`src/rtl/rv32i_writeback.sv`:
```
// RV32I writeback stage: commits ALU results and load data into the 32x32 register file.
// Optional macro WB_INSTRET_EN adds a 64-bit retired-instruction counter output o_instret.
`ifndef EXCEPTION_WIDTH
`define EXCEPTION_WIDTH 4
`endif

module rv32i_writeback #(
   parameter int unsigned LOAD_TIMEOUT = 255
) (
   input  logic                        i_clk,
   input  logic                        i_rst,
   input  logic                        i_ce,
   input  logic                        i_stall,
   input  logic                        i_flush,
   input  logic                        i_wr_rd,
   input  logic                        i_rd_valid,
   input  logic [4:0]                  i_rd_addr,
   input  logic [31:0]                 i_rd,
   input  logic [`EXCEPTION_WIDTH-1:0] i_exception,
   input  logic                        i_is_load,
   input  logic [2:0]                  i_funct3,
   input  logic [1:0]                  i_addr_lsb,
   input  logic                        i_mem_ack,
   input  logic [31:0]                 i_mem_rdata,
   input  logic [4:0]                  i_rs1_addr,
   input  logic [4:0]                  i_rs2_addr,
   output logic [31:0]                 o_rs1_data,
   output logic [31:0]                 o_rs2_data,
   output logic                        o_stall_from_wb,
   output logic                        o_retire,
   output logic                        o_load_err
`ifdef WB_INSTRET_EN
   ,
   output logic [63:0]                 o_instret
`endif
);

   localparam int unsigned CNT_W = 16;
   localparam logic [CNT_W-1:0] TMO_LAST = CNT_W'(LOAD_TIMEOUT - 1);

   typedef enum logic [0:0] {IDLE, WAIT_LOAD} state_t;

   state_t           state;
   logic [CNT_W-1:0] tmo_cnt;
   logic [4:0]       ld_rd;
   logic [2:0]       ld_funct3;
   logic [1:0]       ld_lsb;
   logic [31:0]      regs [32];

   logic             accept_c;
   logic             wr_en_c;
   logic [4:0]       wr_addr_c;
   logic [31:0]      wr_data_c;
   logic [7:0]       ld_byte_c;
   logic [15:0]      ld_half_c;
   logic [31:0]      ld_data_c;

   assign accept_c = (state == IDLE) & i_ce & ~i_stall & ~i_flush
                     & (i_exception == `EXCEPTION_WIDTH'(0));
   assign o_stall_from_wb = (state == WAIT_LOAD);

   // Load data alignment and sign/zero extension
   always_comb begin
      ld_byte_c = i_mem_rdata[7:0];
      case (ld_lsb)
         2'd1:    ld_byte_c = i_mem_rdata[15:8];
         2'd2:    ld_byte_c = i_mem_rdata[23:16];
         2'd3:    ld_byte_c = i_mem_rdata[31:24];
         default: ld_byte_c = i_mem_rdata[7:0];
      endcase
      ld_half_c = ld_lsb[1] ? i_mem_rdata[31:16] : i_mem_rdata[15:0];
      case (ld_funct3)
         3'b000:  ld_data_c = {{24{ld_byte_c[7]}}, ld_byte_c};
         3'b001:  ld_data_c = {{16{ld_half_c[15]}}, ld_half_c};
         3'b100:  ld_data_c = {24'd0, ld_byte_c};
         3'b101:  ld_data_c = {16'd0, ld_half_c};
         default: ld_data_c = i_mem_rdata;
      endcase
   end

   // Single write port shared by ALU commits and load returns
   always_comb begin
      wr_en_c   = 1'b0;
      wr_addr_c = i_rd_addr;
      wr_data_c = i_rd;
      if (accept_c && !i_is_load && i_wr_rd && i_rd_valid) begin
         wr_en_c = (i_rd_addr != 5'd0);
      end else if (state == WAIT_LOAD && i_mem_ack && !i_flush) begin
         wr_en_c   = (ld_rd != 5'd0);
         wr_addr_c = ld_rd;
         wr_data_c = ld_data_c;
      end
   end

   always_ff @(posedge i_clk or posedge i_rst) begin
      if (i_rst) begin
         for (int i = 0; i < 32; i++) regs[i] <= '0;
      end else if (wr_en_c) begin
         regs[wr_addr_c] <= wr_data_c;
      end
   end

   // Read ports with same-cycle write bypass; x0 is hardwired to zero
   always_comb begin
      o_rs1_data = regs[i_rs1_addr];
      if (i_rs1_addr == 5'd0)                          o_rs1_data = '0;
      else if (wr_en_c && (wr_addr_c == i_rs1_addr))   o_rs1_data = wr_data_c;
      o_rs2_data = regs[i_rs2_addr];
      if (i_rs2_addr == 5'd0)                          o_rs2_data = '0;
      else if (wr_en_c && (wr_addr_c == i_rs2_addr))   o_rs2_data = wr_data_c;
   end

   // Commit / load-wait state machine; flush beats ack, ack beats timeout
   always_ff @(posedge i_clk or posedge i_rst) begin
      if (i_rst) begin
         state      <= IDLE;
         tmo_cnt    <= '0;
         ld_rd      <= '0;
         ld_funct3  <= '0;
         ld_lsb     <= '0;
         o_retire   <= 1'b0;
         o_load_err <= 1'b0;
      end else begin
         o_retire   <= 1'b0;
         o_load_err <= 1'b0;
         case (state)
            IDLE: begin
               if (accept_c) begin
                  if (i_is_load) begin
                     state     <= WAIT_LOAD;
                     ld_rd     <= i_rd_addr;
                     ld_funct3 <= i_funct3;
                     ld_lsb    <= i_addr_lsb;
                     tmo_cnt   <= '0;
                  end else begin
                     o_retire <= 1'b1;
                  end
               end
            end
            WAIT_LOAD: begin
               if (i_flush) begin
                  state <= IDLE;
               end else if (i_mem_ack) begin
                  state    <= IDLE;
                  o_retire <= 1'b1;
               end else if (tmo_cnt == TMO_LAST) begin
                  state      <= IDLE;
                  o_load_err <= 1'b1;
               end else begin
                  tmo_cnt <= tmo_cnt + CNT_W'(1);
               end
            end
            default: state <= IDLE;
         endcase
      end
   end

`ifdef WB_INSTRET_EN
   always_ff @(posedge i_clk or posedge i_rst) begin
      if (i_rst)         o_instret <= '0;
      else if (o_retire) o_instret <= o_instret + 64'd1;
   end
`endif

endmodule

```
`config.mk`:
```
export PLATFORM = sky130hd
export DESIGN_NAME = rv32i_writeback
export DESIGN_NICKNAME = d
export VERILOG_FILES = /design/src/rtl/rv32i_writeback.sv
export SDC_FILE = /design/constraint.sdc
export NUM_CORES = 2
export LEC_CHECK = 0
export BUFFER_PORTS_ARGS = -buffer_cell sky130_fd_sc_hd__buf_2
export CAP_MARGIN = 20
export CORE_ASPECT_RATIO = 0.75
export CORE_MARGIN = 2
export CORE_UTILIZATION = 40
export DETAILED_ROUTE_END_ITERATION = 12
export PLACE_DENSITY = 0.56
export SYNTH_ARGS = -nofsm -noshare
export SYNTH_HDL_FRONTEND = slang
export SYNTH_SLANG_ARGS = --single-unit
export TNS_END_PERCENT = 5
```
`constraint.sdc`:
```
create_clock -name i_clk -period 98.1 [get_ports i_clk]
set_input_delay 14.715 -clock i_clk [delete_from_list [all_inputs] [get_ports i_clk]]
set_output_delay 14.715 -clock i_clk [all_outputs]
set_load 0.005 [all_outputs]
```
==> impl_metrics.ini <==
[timing]
setup-tns-final_ns = 0
setup_viol = 0
timing.final.hold_violations = 0
tightestPinTransition_ns = 1.20
timing.max_slew.rel_slack = 0.200
grt_setup_unrepaired = false
maxSlewViolCount = 0
worst_hold_slack_ns = 0.398
period_utilization = 0.348
final_period_minus_worst_setup_slack_ns = 34.16
max_freq_ghz = 0.0293
final.setup_skew_ns = 0.0332
final_critical_path_setup_slack_ns = 63.94

[worst_setup_path]
worst_setup_path_end_kind = output pin
worst-r2r-cell-count = 8
cpLargestDelayFamily = buffers and inverters
critical_path_launch_point_type = primary input
timing.critical_path.to = o_rs2_data[19]
critPathMaxStageDelay_ns = 0.82
crit_path_cell_trace = buf_8, buf_12, buf_4, buf_4, mux4_2, mux2_2, nand2_1, nand3_1, nor3_1, a211oi_1, buf_2
criticalPathCategory = primary input to output pin
worst-endpoint-required_ns = 83.39
timing.critical_path.buf_inv = 5
crit_path_start = i_rs2_addr[0]
number_of_stages_on_the_worst_setup_path = 11
regToRegEndpoint = regs[186]$_DFFE_PP0P_
cp_common_cell = sky130_fd_sc_hd__buf_4
rr_startpoint = o_stall_from_wb$_DFF_PP0_
critical_path_peak_fanout = 85
timing.reg2reg.setup_slack_ns = 94.54
arrival_ns = 19.44
cpMaxStageDelayCell = sky130_fd_sc_hd__buf_4

[yosys]
netlist_instances = 5535
async_flop_share = 1.00
synth-edff-count = 0
synth_fp_nets = 5634
post-synth-top-area-cell = sky130_fd_sc_hd__dfrtp_1
synth-seq-area-share = 0.469
synth.yosys.warnings = 0
synth.distinct_cells = 64
post_synth_instance_area_mm2 = 0.0561
synthesis.area_per_instance_um2 = 10.1
synth_top_area_share = 0.469
ys_seq_elements = 1053
synth_top_flop_cell = sky130_fd_sc_hd__dfrtp_1
synthTopCellsByArea = sky130_fd_sc_hd__dfrtp_1 47%, sky130_fd_sc_hd__mux4_2 11%, sky130_fd_sc_hd__mux2i_1 9.2%, sky130_fd_sc_hd__nand2_1 7.6%, sky130_fd_sc_hd__o21ai_0 7.3%

[clock_tree]
h-tree-depth = 3
cts.sinks = 1053
cts_root_buf = sky130_fd_sc_hd__clkbuf_16
clock_path_buffers = 3
cts_clock_pin_slew_for_the_worst_setup_and_hold_paths_ns = 0.06
worstSkewPairLatency_ns = 0.75
post_cts_setup_buffers = 0
cts_hold_buffers = 0
tritoncts = yes
cts_made_buffers = 108
cts_resized = 0

[detailed_routing]
drtAntennaViolNets = 0
wl_per_cell_um = 28.4
firstDrtPassIters = 6
detail_route.iter0.violations = 5169
detail_route.drc_violations = 0
num_vias = 44300
wirelength_um = 208000
vias_per_cell = 6.04

[floorplanning]
effective_utilization_at_floorplan = 0.401
row_count = 119
floorplan.die_area_mm2 = 0.143
die_width_um = 437
top_level_ports = 164
die-height_um = 328
design.core.area_mm2 = 0.140

[power]
cellPowerDensity_mw_per_mm2 = 15.5
post-layout-total-power_mw = 0.961
leakage_power_nw = 27.2
ir_drop_v = 0.0000134

[layout]
post_layout_nonfiller_instances = 7330
final_layout_size_suffix_gt1_frac = 0.165
area_delta_synth_final_pct = 10.4
layout_common_cells = 1131 x sky130_fd_sc_hd__nand2_1, 1053 x sky130_fd_sc_hd__dfrtp_1, 819 x sky130_fd_sc_hd__o21ai_0
fill_cells = 13300
nets = 5461
final_common_cell = sky130_fd_sc_hd__nand2_1

[global_routing]
antenna_found_initial = 4
grt_total_usage = 0.289
grt_first_pass_wirelength_um = 304000
via_count_of_the_first_global_routing_pass = 43000
grt_max_degree = 157
global_route.overflow_total = 0

[placed_design]
placement.io_buffers = 163
gp_congestion = 0.836
detailedPlace.worstSlack_ns = 63.86
place_inst = 7121
dp_hpwl_um = 117000

[outcome]
outcome = finished, final reports clean

[worst_hold_path]
hp-class = flop to flop

[job]
drv.max_cap_violation_count = 0
[worst min-delay path by stage]
stage                            from                      to  slack [ns]  cells past startpoint
5_1_grt        regs[1022]$_DFFE_PP0P_  regs[1022]$_DFFE_PP0P_        0.41                      0
6_report       regs[1009]$_DFFE_PP0P_  regs[1009]$_DFFE_PP0P_        0.40                      0
2_1_floorplan  regs[1014]$_DFFE_PP0P_  regs[1014]$_DFFE_PP0P_        0.44                      1
3_5_place_dp    regs[993]$_DFFE_PP0P_   regs[993]$_DFFE_PP0P_        0.38                      0
3_3_place_gp    regs[993]$_DFFE_PP0P_   regs[993]$_DFFE_PP0P_        0.38                      0
4_1_cts         regs[994]$_DFFE_PP0P_   regs[994]$_DFFE_PP0P_        0.40                      0
[final cells by class]
cell class	instances	area [um^2]	area share
Multi-Input combinational cell	3889	27500	0.444
Timing Repair Buffer	298	2020	0.0325
Inverter	12	52.6	0.000848
Clock buffer	160	3170	0.0512
Sequential cell	1053	26400	0.425
Clock inverter	40	504	0.00814
Tap cell	1875	2350	0.0379
Antenna cell	3	7.51	0.000121
[registers in the layout (all words and copies together) (netlist names)]
register,cells
ld_lsb,2
ld_funct3,3
o_stall_from_wb,1
ld_rd,5
tmo_cnt,16
o_retire,1
regs,1024
o_load_err,1
[logic make-up (layout without fill, tap and decap cells)]
logic type / after synthesis / count (layout) / share of synthesized area
XOR/XNOR: 17 / 17 / 0.00265
AO/OA/AOI/OAI: 1485 / 1485 / 0.149
buffers and inverters: 593 / 510 / 0.0458
multiplexers: 868 / 868 / 0.218
flip-flops: 1053 / 1053 / 0.469
adder cells (fa/ha/maj): 2 / 2 / 0.000446
AND/OR/NAND/NOR: 1517 / 1517 / 0.114
other: 0 / 3 / 0
[cells in the mapped netlist (6+ instances only)]
cell type	number
sky130_fd_sc_hd__nand2_1	1133
sky130_fd_sc_hd__mux4_2	276
sky130_fd_sc_hd__a221oi_1	14
sky130_fd_sc_hd__o22ai_1	108
sky130_fd_sc_hd__a21oi_1	75
sky130_fd_sc_hd__or2_2	7
sky130_fd_sc_hd__buf_1	23
sky130_fd_sc_hd__o21ai_0	822
sky130_fd_sc_hd__nand3_1	108
sky130_fd_sc_hd__and2_1	7
sky130_fd_sc_hd__nand2b_1	33
sky130_fd_sc_hd__mux2_2	77
sky130_fd_sc_hd__a22o_1	6
sky130_fd_sc_hd__buf_4	31
sky130_fd_sc_hd__mux2i_1	515
sky130_fd_sc_hd__inv_1	12
sky130_fd_sc_hd__dfrtp_1	1053
sky130_fd_sc_hd__clkbuf_1	363
sky130_fd_sc_hd__a211oi_1	63
sky130_fd_sc_hd__nand4_1	16
sky130_fd_sc_hd__xor2_1	11
sky130_fd_sc_hd__xnor2_1	6
sky130_fd_sc_hd__or3_1	21
sky130_fd_sc_hd__nor2_1	73
sky130_fd_sc_hd__buf_2	160
sky130_fd_sc_hd__nor2b_1	16
sky130_fd_sc_hd__a22oi_1	115
sky130_fd_sc_hd__o21ai_1	215
sky130_fd_sc_hd__nor3_1	43
sky130_fd_sc_hd__and3_1	11
sky130_fd_sc_hd__o22a_1	16
sky130_fd_sc_hd__or4_1	25
sky130_fd_sc_hd__o211ai_1	22
sky130_fd_sc_hd__nor4_1	6
[per-layer routing]
layer  global-route usage  wire [um]  up-vias
met5                    0         51        -
met4               0.0985       7580        8
met3               0.0730      18300      415
met2                0.436      91900     1886
met1                0.404      90500    22400
li1                     -          -    19600
[power by group]
group          internal [mW]  switching, mW
clock                  0.250          0.186
sequential             0.436        0.00228
combinational         0.0256         0.0607
total                  0.712          0.249
[stage by stage]
| step | cell area [um^2] | util |
|---|---|---|
| finish | 62000 | 0.443 |
| CTS | 61900 | 0.442 |
| detailed placement | 58200 | 0.416 |
| global route | 62000 | 0.443 |
| floorplan | 56100 | - |
| global placement | 58200 | 0.416 |
Power figures use the tool's default switching activity.
